$ cat config.mk
export PLATFORM = sky130hd
export DESIGN_NAME = norm_shift_ctrl
export DESIGN_NICKNAME = d
export VERILOG_FILES = /design/src/rtl/norm_shift_ctrl.sv
export SDC_FILE = /design/constraint.sdc
export NUM_CORES = 1
export LEC_CHECK = 0
export ABC_AREA = 1
export CORE_MARGIN = 2
export CORE_UTILIZATION = 39
export CTS_BUF_LIST = sky130_fd_sc_hd__clkbuf_16
export CTS_CLUSTER_DIAMETER = 200
export DETAILED_ROUTE_END_ITERATION = 10
export PLACE_DENSITY = 0.75
export RECOVER_POWER = 50
export REMOVE_ABC_BUFFERS = 1
export SLEW_MARGIN = 5
export SYNTH_ARGS = -nofsm -noshare
export SYNTH_HDL_FRONTEND = slang
export SYNTH_SLANG_ARGS = --single-unit
$ cat constraint.sdc
create_clock -name clk -period 1.3 [get_ports clk]
set_input_delay 0.325 -clock clk [delete_from_list [all_inputs] [get_ports clk]]
set_output_delay 0.325 -clock clk [all_outputs]
set_load 0.05 [all_outputs]
$ cat src/rtl/norm_shift_ctrl.sv
// rtl/norm_shift_ctrl.sv - load/shift-left normalisation sequencer
// Drives Ldx/shiftL of the operand register until its MSB is set, it is zero, or the cap is hit.
module norm_shift_ctrl #(
   parameter int WIDTH     = 16,
   parameter int MAX_SHIFT = 15,
   parameter int CNT_W     = 5
) (
   input  logic             clk,
   input  logic             rst,
   input  logic             start,
   input  logic [WIDTH-1:0] engx,
   output logic             Ldx,
   output logic             shiftL,
   output logic             busy,
   output logic             done,
   output logic             zero,
   output logic             sat,
   output logic [CNT_W-1:0] shift_cnt
);

   typedef enum logic [2:0] {
      IDLE,
      LOAD,
      EVAL,
      SHIFT,
      DONE
   } state_t;

   localparam logic [CNT_W-1:0] MAX_CNT = CNT_W'(MAX_SHIFT);

   state_t           state;
   logic [CNT_W-1:0] cnt_next;

   assign cnt_next = shift_cnt + 1'b1;

   // engx seen during a SHIFT cycle is the pre-shift value, so bit WIDTH-2 is the MSB after this shift
   always_ff @(posedge clk or negedge rst) begin
      if (!rst) begin
         state     <= IDLE;
         Ldx       <= 1'b0;
         shiftL    <= 1'b0;
         busy      <= 1'b0;
         done      <= 1'b0;
         zero      <= 1'b0;
         sat       <= 1'b0;
         shift_cnt <= '0;
      end else begin
         case (state)
            IDLE: begin
               if (start) begin
                  state     <= LOAD;
                  Ldx       <= 1'b1;
                  busy      <= 1'b1;
                  zero      <= 1'b0;
                  sat       <= 1'b0;
                  shift_cnt <= '0;
               end
            end
            LOAD: begin
               Ldx   <= 1'b0;
               state <= EVAL;
            end
            EVAL: begin
               if (engx == '0) begin
                  zero  <= 1'b1;
                  done  <= 1'b1;
                  state <= DONE;
               end else if (engx[WIDTH-1]) begin
                  done  <= 1'b1;
                  state <= DONE;
               end else begin
                  shiftL <= 1'b1;
                  state  <= SHIFT;
               end
            end
            SHIFT: begin
               shift_cnt <= cnt_next;
               if (engx[WIDTH-2] || (cnt_next == MAX_CNT)) begin
                  sat    <= ~engx[WIDTH-2];
                  shiftL <= 1'b0;
                  done   <= 1'b1;
                  state  <= DONE;
               end
            end
            DONE: begin
               done  <= 1'b0;
               busy  <= 1'b0;
               state <= IDLE;
            end
            default: begin
               Ldx    <= 1'b0;
               shiftL <= 1'b0;
               busy   <= 1'b0;
               done   <= 1'b0;
               state  <= IDLE;
            end
         endcase
      end
   end

endmodule

## Word-level counts from Yosys, hierarchy flattened

Index checks and enable logic that the tools add are counted.

| storage, ports and cells | value |
|---|---|
| bits in registers | 14 |
| latch bits | 0 |
| memory bits (writable) | 0 |
| bits in read-only memories | 0 |
| bits of input ports | 19 |
| output and inout port bits | 11 |
| memories kept | 0 |

| operators by class | value |
|---|---|
| add/sub/neg operators | 1 |
| $mul | 0 |
| divide/modulo/power cells | 0 |
| magnitude comparators | 0 |
| eq/ne operators | 11 |
| shift operators | 0 |
| multiplexer cells | 23 |
| bitwise gates (word level) | 5 |
| reductions and logical operators | 17 |

Operators with widths:

| operator | number |
|---|---|
| 16-bit zero test | 1 |
| 3-bit two-way mux | 4 |
| 3-bit one-hot mux with 4 select lines | 1 |
| 1-bit two-way mux | 10 |
| 2-bit inequality test (second input constant) | 5 |
| 5-bit one-hot mux with 2 select lines | 1 |
| 3-bit AND reduction | 3 |
| 3-bit OR reduction | 3 |
| 1-bit one-hot mux with 2 select lines | 4 |
| 2-bit AND reduction | 4 |
| 3-bit by 2-bit equality test with 1-bit output (second input constant) | 2 |
| 1-bit one-hot mux with 3 select lines | 2 |
| 5-bit by 1-bit adder with 5-bit output (second input constant) | 1 |
| 5-bit by 4-bit equality test with 1-bit output (second input constant) | 1 |
| 5-bit two-way mux | 1 |
| 1-bit inverter | 5 |
| 4-bit AND reduction | 1 |
| 2-bit nonzero test | 2 |
| 3-bit by 1-bit equality test with 1-bit output (second input constant) | 1 |
| 3-bit equality test (second input constant) | 1 |
| 3-bit zero test | 1 |
| 3-bit inequality test (second input constant) | 1 |
| 2-bit OR reduction | 1 |
| 1-bit logical OR | 1 |

## Longest topological paths before layout

Gate-level depths: netlist of the first run.

| depth | value |
|---|---|
| word-level depth | 5 |
| mapped depth | 10 |

## Worst setup path before layout of the first run

No wires, ideal clock.

| timing path | value |
|---|---|
| kind | reg2reg |
| start | register shift_cnt[0] |
| end | register shiftL |
| setup time | 0.119 ns |
| arrival time | 1.547 ns |
| required time | 1.181 ns |
| slack | -0.367 ns |
| cell stages (with the launch flop) | 11 |
| clock period less this slack | 1.667 ns |
| cell sequence | dfrtp_1 ha_1 inv_1 nand2_2 nand2_2 nor2_4 nand3_4 nand2_4 nand3_1 nand2_1 nand2_1 |

| on the way | value |
|---|---|
| cells in the longest elaborated chain, start to end | 5 |

RTL lines:

| element | RTL line | RTL |
|---|---|---|
| start, declared | 18 | `output logic [CNT_W-1:0] shift_cnt` |
| start signal, assigned | 77 | `shift_cnt <= cnt_next;` |
| 5-bit by 1-bit adder with 5-bit output | 34 | `assign cnt_next = shift_cnt + 1'b1;` |
| 5-bit by 4-bit equality test with 1-bit output | 78 | `if (engx[WIDTH-2] \|\| (cnt_next == MAX_CNT)) begin` |
| 1-bit logical OR | 78 |  |
| 2-bit inequality test (no line) | - |  |
| 4-bit AND reduction (no line) | - |  |
| end signal, assigned | 72 | `shiftL <= 1'b1;` |
| end signal, assigned | 80 | `shiftL <= 1'b0;` |
| end signal, assigned | 92 | `shiftL <= 1'b0;` |
| end, declared | 13 | `output logic shiftL,` |

No other way between the ends.
A chain may end at the register's enable or synchronous reset.

## Final worst setup path of the first run

Ends and elaborated chain as after synthesis.

==> results of run 1 <==
power groups by stage:
stage | registers [mW] | logic [mW] | clock network, mW
detailed placement | 0.749 | 1.63 | 0
CTS | 0.761 | 1.72 | 0.594
floorplan | 1.04 | 0.557 | 0
finish | 0.789 | 1.84 | 0.598
global route | 0.808 | 1.98 | 0.622
global placement | 0.738 | 1.58 | 0
final cells by class:
type	instances	area, µm²
Clock inverter	1	3.75
Inverter	13	48.8
Multi-Input combinational cell	78	475
Clock buffer	3	75.1
Fill cell	133	410
Tap cell	27	33.8
Timing Repair Buffer	45	559
Sequential cell	14	355
state kept, by name, indices dropped and copies added, names as in the netlist:
| signal | count |
|---|---|
| Ldx | 1 |
| busy | 1 |
| done | 1 |
| sat | 1 |
| shiftL | 1 |
| shift_cnt | 5 |
| state | 3 |
| zero | 1 |
through the flow:
stage | util, % | TNS, ns | worst slack (ns) | instances
after floorplan | - | -2.11 | -0.367 | 105
after global placement | 67.7 | -1.23 | -0.247 | 172
after detailed placement | 67.7 | -1.51 | -0.299 | 172
after CTS | 74.0 | -0.240 | -0.0725 | 178
after global routing | 79.1 | -0.722 | -0.0975 | 181
final | 79.1 | -0.144 | -0.0464 | 181
cell families (layout without fill, tap and decap cells):
family	after synthesis	after routing	share of synthesized area (%)
fa+ha+maj	2	2	3.09
simple gates	67	67	41.7
flops	14	14	43.2
compound gates	9	9	6.02
buf+inv	13	62	6.02
critical path, stage by stage (launching register included):
cell and delay [ns]:
dfrtp_2 0.44, ha_4 0.19, nand3_1 0.07, nand2_1 0.06
nand2_2 0.10, nand3_4 0.11, nand2_4 0.10, nand3_2 0.06
nand2_1 0.05, nand2_1 0.05
placed cells by master, fill, tap and decap left out:
master and n:
dfrtp_1 10, a21oi_2 1, dfrtp_2 4, a21oi_1 1, buf_6 2, inv_2 3, nor2_2 4, nand3b_1 1
clkbuf_16 3, o21ai_0 4, nand3_2 3, nand2_4 3, buf_12 11, buf_4 13, ha_4 2, a31oi_1 1
clkbuf_1 1, nand3_1 10, clkdlybuf4s50_1 4, clkinv_1 1, inv_1 10, dlymetal6s2s_1 14, nand2_2 5, nand2_1 25
nor2_4 3, nor2_1 10, nand4_1 2, o22ai_1 2, nand3_4 1
metal layers:
metal	global-route usage [%]	wire (µm)	share of wire, %
met1	22.1	1010	37
met2	45.1	1490	55
met3	3.94	100	3.7
met4	9.72	114	4.2
met5	0	0	0
worst min path at each step:
stage	slack (ns)	cells after the start	to
detailed placement	0.53	2	shiftL
floorplan	0.03	0	Ldx
global placement	0.52	2	sat
CTS	0.41	2	sat
finish	0.49	6	zero
global route	0.55	6	zero
what timing repair did:
item / CTS / global route
resized for setup: 9 / 29
cloned: 0 / 0
endpoints found under the setup margin: 7 / 14
buffers inserted: 2 / 3
pin swaps: 4 / 22
hold buffers: 0 / 0
==> impl_metrics.json, run 1 <==
{
  "status": "finished with violations",
  "violations": "negative setup slack",
  "drive_gt1_share_pct": 37.7,
  "antenna_found_initial": 0,
  "die_h_um": 49.6,
  "swShare_pct": 43.1,
  "rows": 16,
  "hpwl_um": 1700,
  "synthDominantCellAreaShare_pct": 43.2,
  "grtUsageTotal_pct": 22.6,
  "synth-seq-cells": 14,
  "period_share_pct": 104,
  "crit_path_start": "shift_cnt[0]",
  "netlist.top_cell.by_area": "dfrtp_1",
  "hold_slack_ns": 0.494,
  "synth-edff-count": 0,
  "gp_congestion": 0.819,
  "regToRegEndpoint": "shiftL",
  "ys_seq_area_share_pct": 43.2,
  "hold_viol_final": 0,
  "netlist-cell-type-count": 18,
  "synth_ff_type": "dfrtp_1",
  "tightestPinTransition_ns": 0.792,
  "drc_errors": 0,
  "ir_drop_uv": 1480,
  "cts_root_buf": "clkbuf_16",
  "cts.path.max_buffers": 2,
  "fin_ws_ns": -0.0464,
  "min_from": "engx[4]",
  "hold_class": "in -> reg",
  "syn_inst": 105,
  "worst_ep_arrival_time_ns": 1.48,
  "async_flop_share_pct": 100,
  "grt_pass1_vias": 974,
  "placed_cell_area_um2": 1330,
  "ys_top_cells_by_count": "nand2_1, dfrtp_1, nor2_1",
  "synth_most_common_cell": "nand2_1",
  "p_leak_nw": 0.822,
  "finalCriticalPeriod_ns": 1.35,
  "die_w_um": 49.6,
  "ant_nets": 0,
  "slew_headroom_pct": 47.2,
  "gr-total-overflow": 0,
  "critPathCaptureType": "flip-flop",
  "start_kind": "flip-flop",
  "clkLatencyLatePin_ns": 0.25,
  "start_util_pct": 41.3,
  "post_drt_wl_per_cell_um": 15.0,
  "rsz0062_at_grt": "yes",
  "cts_sinks": 14,
  "grt_max_degree": 15,
  "endpoint": "shiftL",
  "p_switching_mw": 1.39,
  "numCtsBuffers": 3,
  "ys_warn_count": 0,
  "skew_ns": 0.00285,
  "combPwrFrac_pct": 57.0,
  "ff2ff_path_depth": 9,
  "powerDensity_nw_per_um2": 2080,
  "maxCapViolations": 0,
  "synth.cell_area_um2": 811,
  "fin_nets": 176,
  "finalPower_mw": 3.23,
  "syn_area_per_cell_um2": 7.72,
  "rrSetupSlack_ns": -0.05,
  "syn2layout_area_growth_pct": 91.4,
  "sequentialPowerShare_pct": 24.4,
  "drtIter0Drc": 33,
  "dieArea_um2": 2460,
  "port_buffers": 29,
  "cts.reportedPaths.clkPinSlew_ns": 0.05,
  "vias": 920,
  "grt_pass1_wl_um": 4220,
  "p_int_mw": 1.84,
  "cts_tree": "done",
  "pin_count": 30,
  "synthTopCellsByArea": "dfrtp_1, nand2_1, nand3_1, nor2_1, inv_1",
  "cts-htree-levels": 1,
  "drv_slew": 0,
  "required_ns": 1.43,
  "setup_violations": 6,
  "core-area_um2": 1960,
  "crit_type": "reg -> reg",
  "clkPwrFrac_pct": 18.5,
  "stdcell_area_um2": 1550,
  "crit_path_max_fanout": 5,
  "viasPerCell": 5.08,
  "routed_wl_um": 2720,
  "n_antenna_cell": 0,
  "clock.fmax_ghz": 0.743,
  "r2r-start": "shift_cnt[0]",
  "drt_pre_antenna_iters": 4
}
Power figures use the tool's default switching activity.
==> run 2, diff against run 1 <==
--- a/config.mk
+++ b/config.mk
@@ -13,7 +13,6 @@
 export DETAILED_ROUTE_END_ITERATION = 10
 export PLACE_DENSITY = 0.75
 export RECOVER_POWER = 50
-export REMOVE_ABC_BUFFERS = 1
 export SLEW_MARGIN = 5
 export SYNTH_ARGS = -nofsm -noshare
 export SYNTH_HDL_FRONTEND = slang
==> constraint.sdc (replaced) <==
create_clock -name clk -period 1.1 [get_ports clk]
set_input_delay 0.275 -clock clk [delete_from_list [all_inputs] [get_ports clk]]
set_output_delay 0.275 -clock clk [all_outputs]
set_load 0.05 [all_outputs]
==> run 2 against run 1 <==
  * The flow still finishes with violations (negative setup slack)
  * Die area stayed put
  * Sequential share of layout area is 1.4 points lower
  * Highest routed layer unchanged
  * Sequential cell count stayed put
  * Power is 30% higher
  * Sequential power is 18% higher
  * Utilization is 5.3 points higher
  * Clock power is 15% higher
  * Non-clock buffer count is 13 higher
  * Global-route usage is 0.53 points lower
  * Via count is 7.2% higher
  * Register-to-register slack worse by 0.19 ns
  * Cell count is 7.2% higher
==> impl_metrics.json, run 2 (same netlist as run 1, synthesis figures left out) <==
{
  "layout_commonest_cell": "nand2_1",
  "dieArea_um2": 2460,
  "drive_gt1_share_pct": 47.9,
  "grtUsageTotal_pct": 22.1,
  "finalCriticalPeriod_ns": 1.36,
  "multi_input_area_um2": 493,
  "required_ns": 1.23,
  "post_drt_wl_per_cell_um": 14.5,
  "largest_register_ffs": 5,
  "critPathCaptureType": "flip-flop",
  "cts.reportedPaths.clkPinSlew_ns": 0.05,
  "routed_wl_um": 2810,
  "cts_root_buf": "clkbuf_16",
  "rows": 16,
  "regMostFlops": "shift_cnt",
  "drc_errors": 0,
  "worst_ep_arrival_time_ns": 1.49,
  "pin_count": 30,
  "crit_type": "in -> reg",
  "pre_cts_slack_ns": -0.433,
  "grt_pass1_vias": 985,
  "maxCapViolations": 0,
  "start_kind": "input pin",
  "placed_cell_area_um2": 1440,
  "start_util_pct": 41.3,
  "setup_violations": 18,
  "drt_pre_antenna_iters": 4,
  "status": "finished with violations",
  "top_regs": "shift_cnt x5, state x3",
  "rsz0062_at_grt": "yes",
  "clock.fmax_ghz": 0.734,
  "cts_sinks": 14,
  "die_w_um": 49.6,
  "syn_nets": 126,
  "fin_util_pct": 84.4,
  "crit_path_max_fanout": 2,
  "final_cell_mix": "nand2_1, buf_4, clkdlybuf4s50_1, buf_12, nor2_1",
  "core-area_um2": 1960,
  "vias": 986,
  "fin_ws_ns": -0.262,
  "antenna_found_initial": 0,
  "period_share_pct": 124,
  "drv_slew": 0,
  "ant_nets": 0,
  "drtIter0Drc": 21,
  "cts_tree": "done",
  "violations": "negative setup slack",
  "grt_max_degree": 15,
  "numCtsBuffers": 3,
  "fill_cells": 107,
  "die_h_um": 49.6,
  "fin_nets": 189,
  "regArea_um2": 357,
  "hold_viol_final": 0,
  "clkLatencyLatePin_ns": 0.24,
  "gr-total-overflow": 0,
  "gp_congestion": 0.873,
  "tightestPinTransition_ns": 0.382,
  "cts.path.max_buffers": 2,
  "skew_ns": 0.00309,
  "hold_class": "in -> async",
  "hpwl_um": 1750,
  "powerDensity_nw_per_um2": 2530,
  "hold_slack_ns": 0.481,
  "ctsHoldBuffers": 0,
  "n_antenna_cell": 0,
  "cts-htree-levels": 1,
  "slew_headroom_pct": 74.5,
  "grt_pass1_wl_um": 4110,
  "stdcell_area_um2": 1660,
  "p_leak_nw": 0.779,
  "ir_drop_uv": 1820,
  "port_buffers": 29,
  "syn2layout_area_growth_pct": 104,
  "viasPerCell": 5.08
}
## run 2: cell count changes in the layout (fill, tap and decap cells not counted), sizes merged
cell,delta
dlygate4sd3,+1
dlymetal6s2s,-13
buf,+13
clkdlybuf4s50,+12
## run 2: layer usage
metal	wire, µm	vias to the layer above	global-route usage [%]
li1	-	463	-
met1	1090	478	22.2
met2	1540	34	43.3
met3	116	11	3.03
met4	68	0	10.6
met5	0	-	0
## run 2: through the flow
| step | power [mW] | std cells | setup TNS, ns |
|---|---|---|---|
| final | 4.19 | 194 | -2.18 |
| after global routing | 4.40 | 194 | -3.06 |
| after CTS | 3.86 | 188 | -2.06 |
| after detailed placement | 3.01 | 183 | -3.71 |
| after global placement | 2.94 | 183 | -3.40 |
| after floorplan | 1.92 | 105 | -1.78 |
## run 2: cell type report
type,instances,area share (%)
well taps,27,2.04
repair buffers,58,38.9
inverters,13,2.95
multi-input cells,78,29.8
clock buffers,3,4.54
flip-flops and latches,14,21.5
clock inverters,1,0.227
## run 2: report_power, final
group          internal, mW  switching, mW
clock network         0.481          0.208
logic                  1.23           1.33
registers             0.699          0.234
total                  2.41           1.78
## run 2: repair_timing
action                     in CTS  in global routing
cloned                          0                  0
setup endpoints to repair      18                 24
setup buffers                   1                  6
resized for setup              15                 17
pin swaps                       8                  8
## run 2: worst max-delay path, cell delays in order
cell	delay [ns]
clkdlybuf4s50_1	0.42
nor2_1	0.14
nand2_1	0.08
nor2_2	0.12
nand2_1	0.10
a21oi_2	0.18
nand2_1	0.07
nand2_1	0.05
nand2_1	0.05
## run 2: worst paths after layout
check,start,endpoint,slack [ns],depth (start not counted)
min in group clk,start,busy,0.52,4
max,engx[6],done,-0.26,9
max reg2reg,shift_cnt[1],done,-0.24,9
min reg2reg,shiftL,shiftL,0.53,2
min,rst,shift_cnt[4],0.48,2
max in group asynchronous,rst,state[2],0.32,2
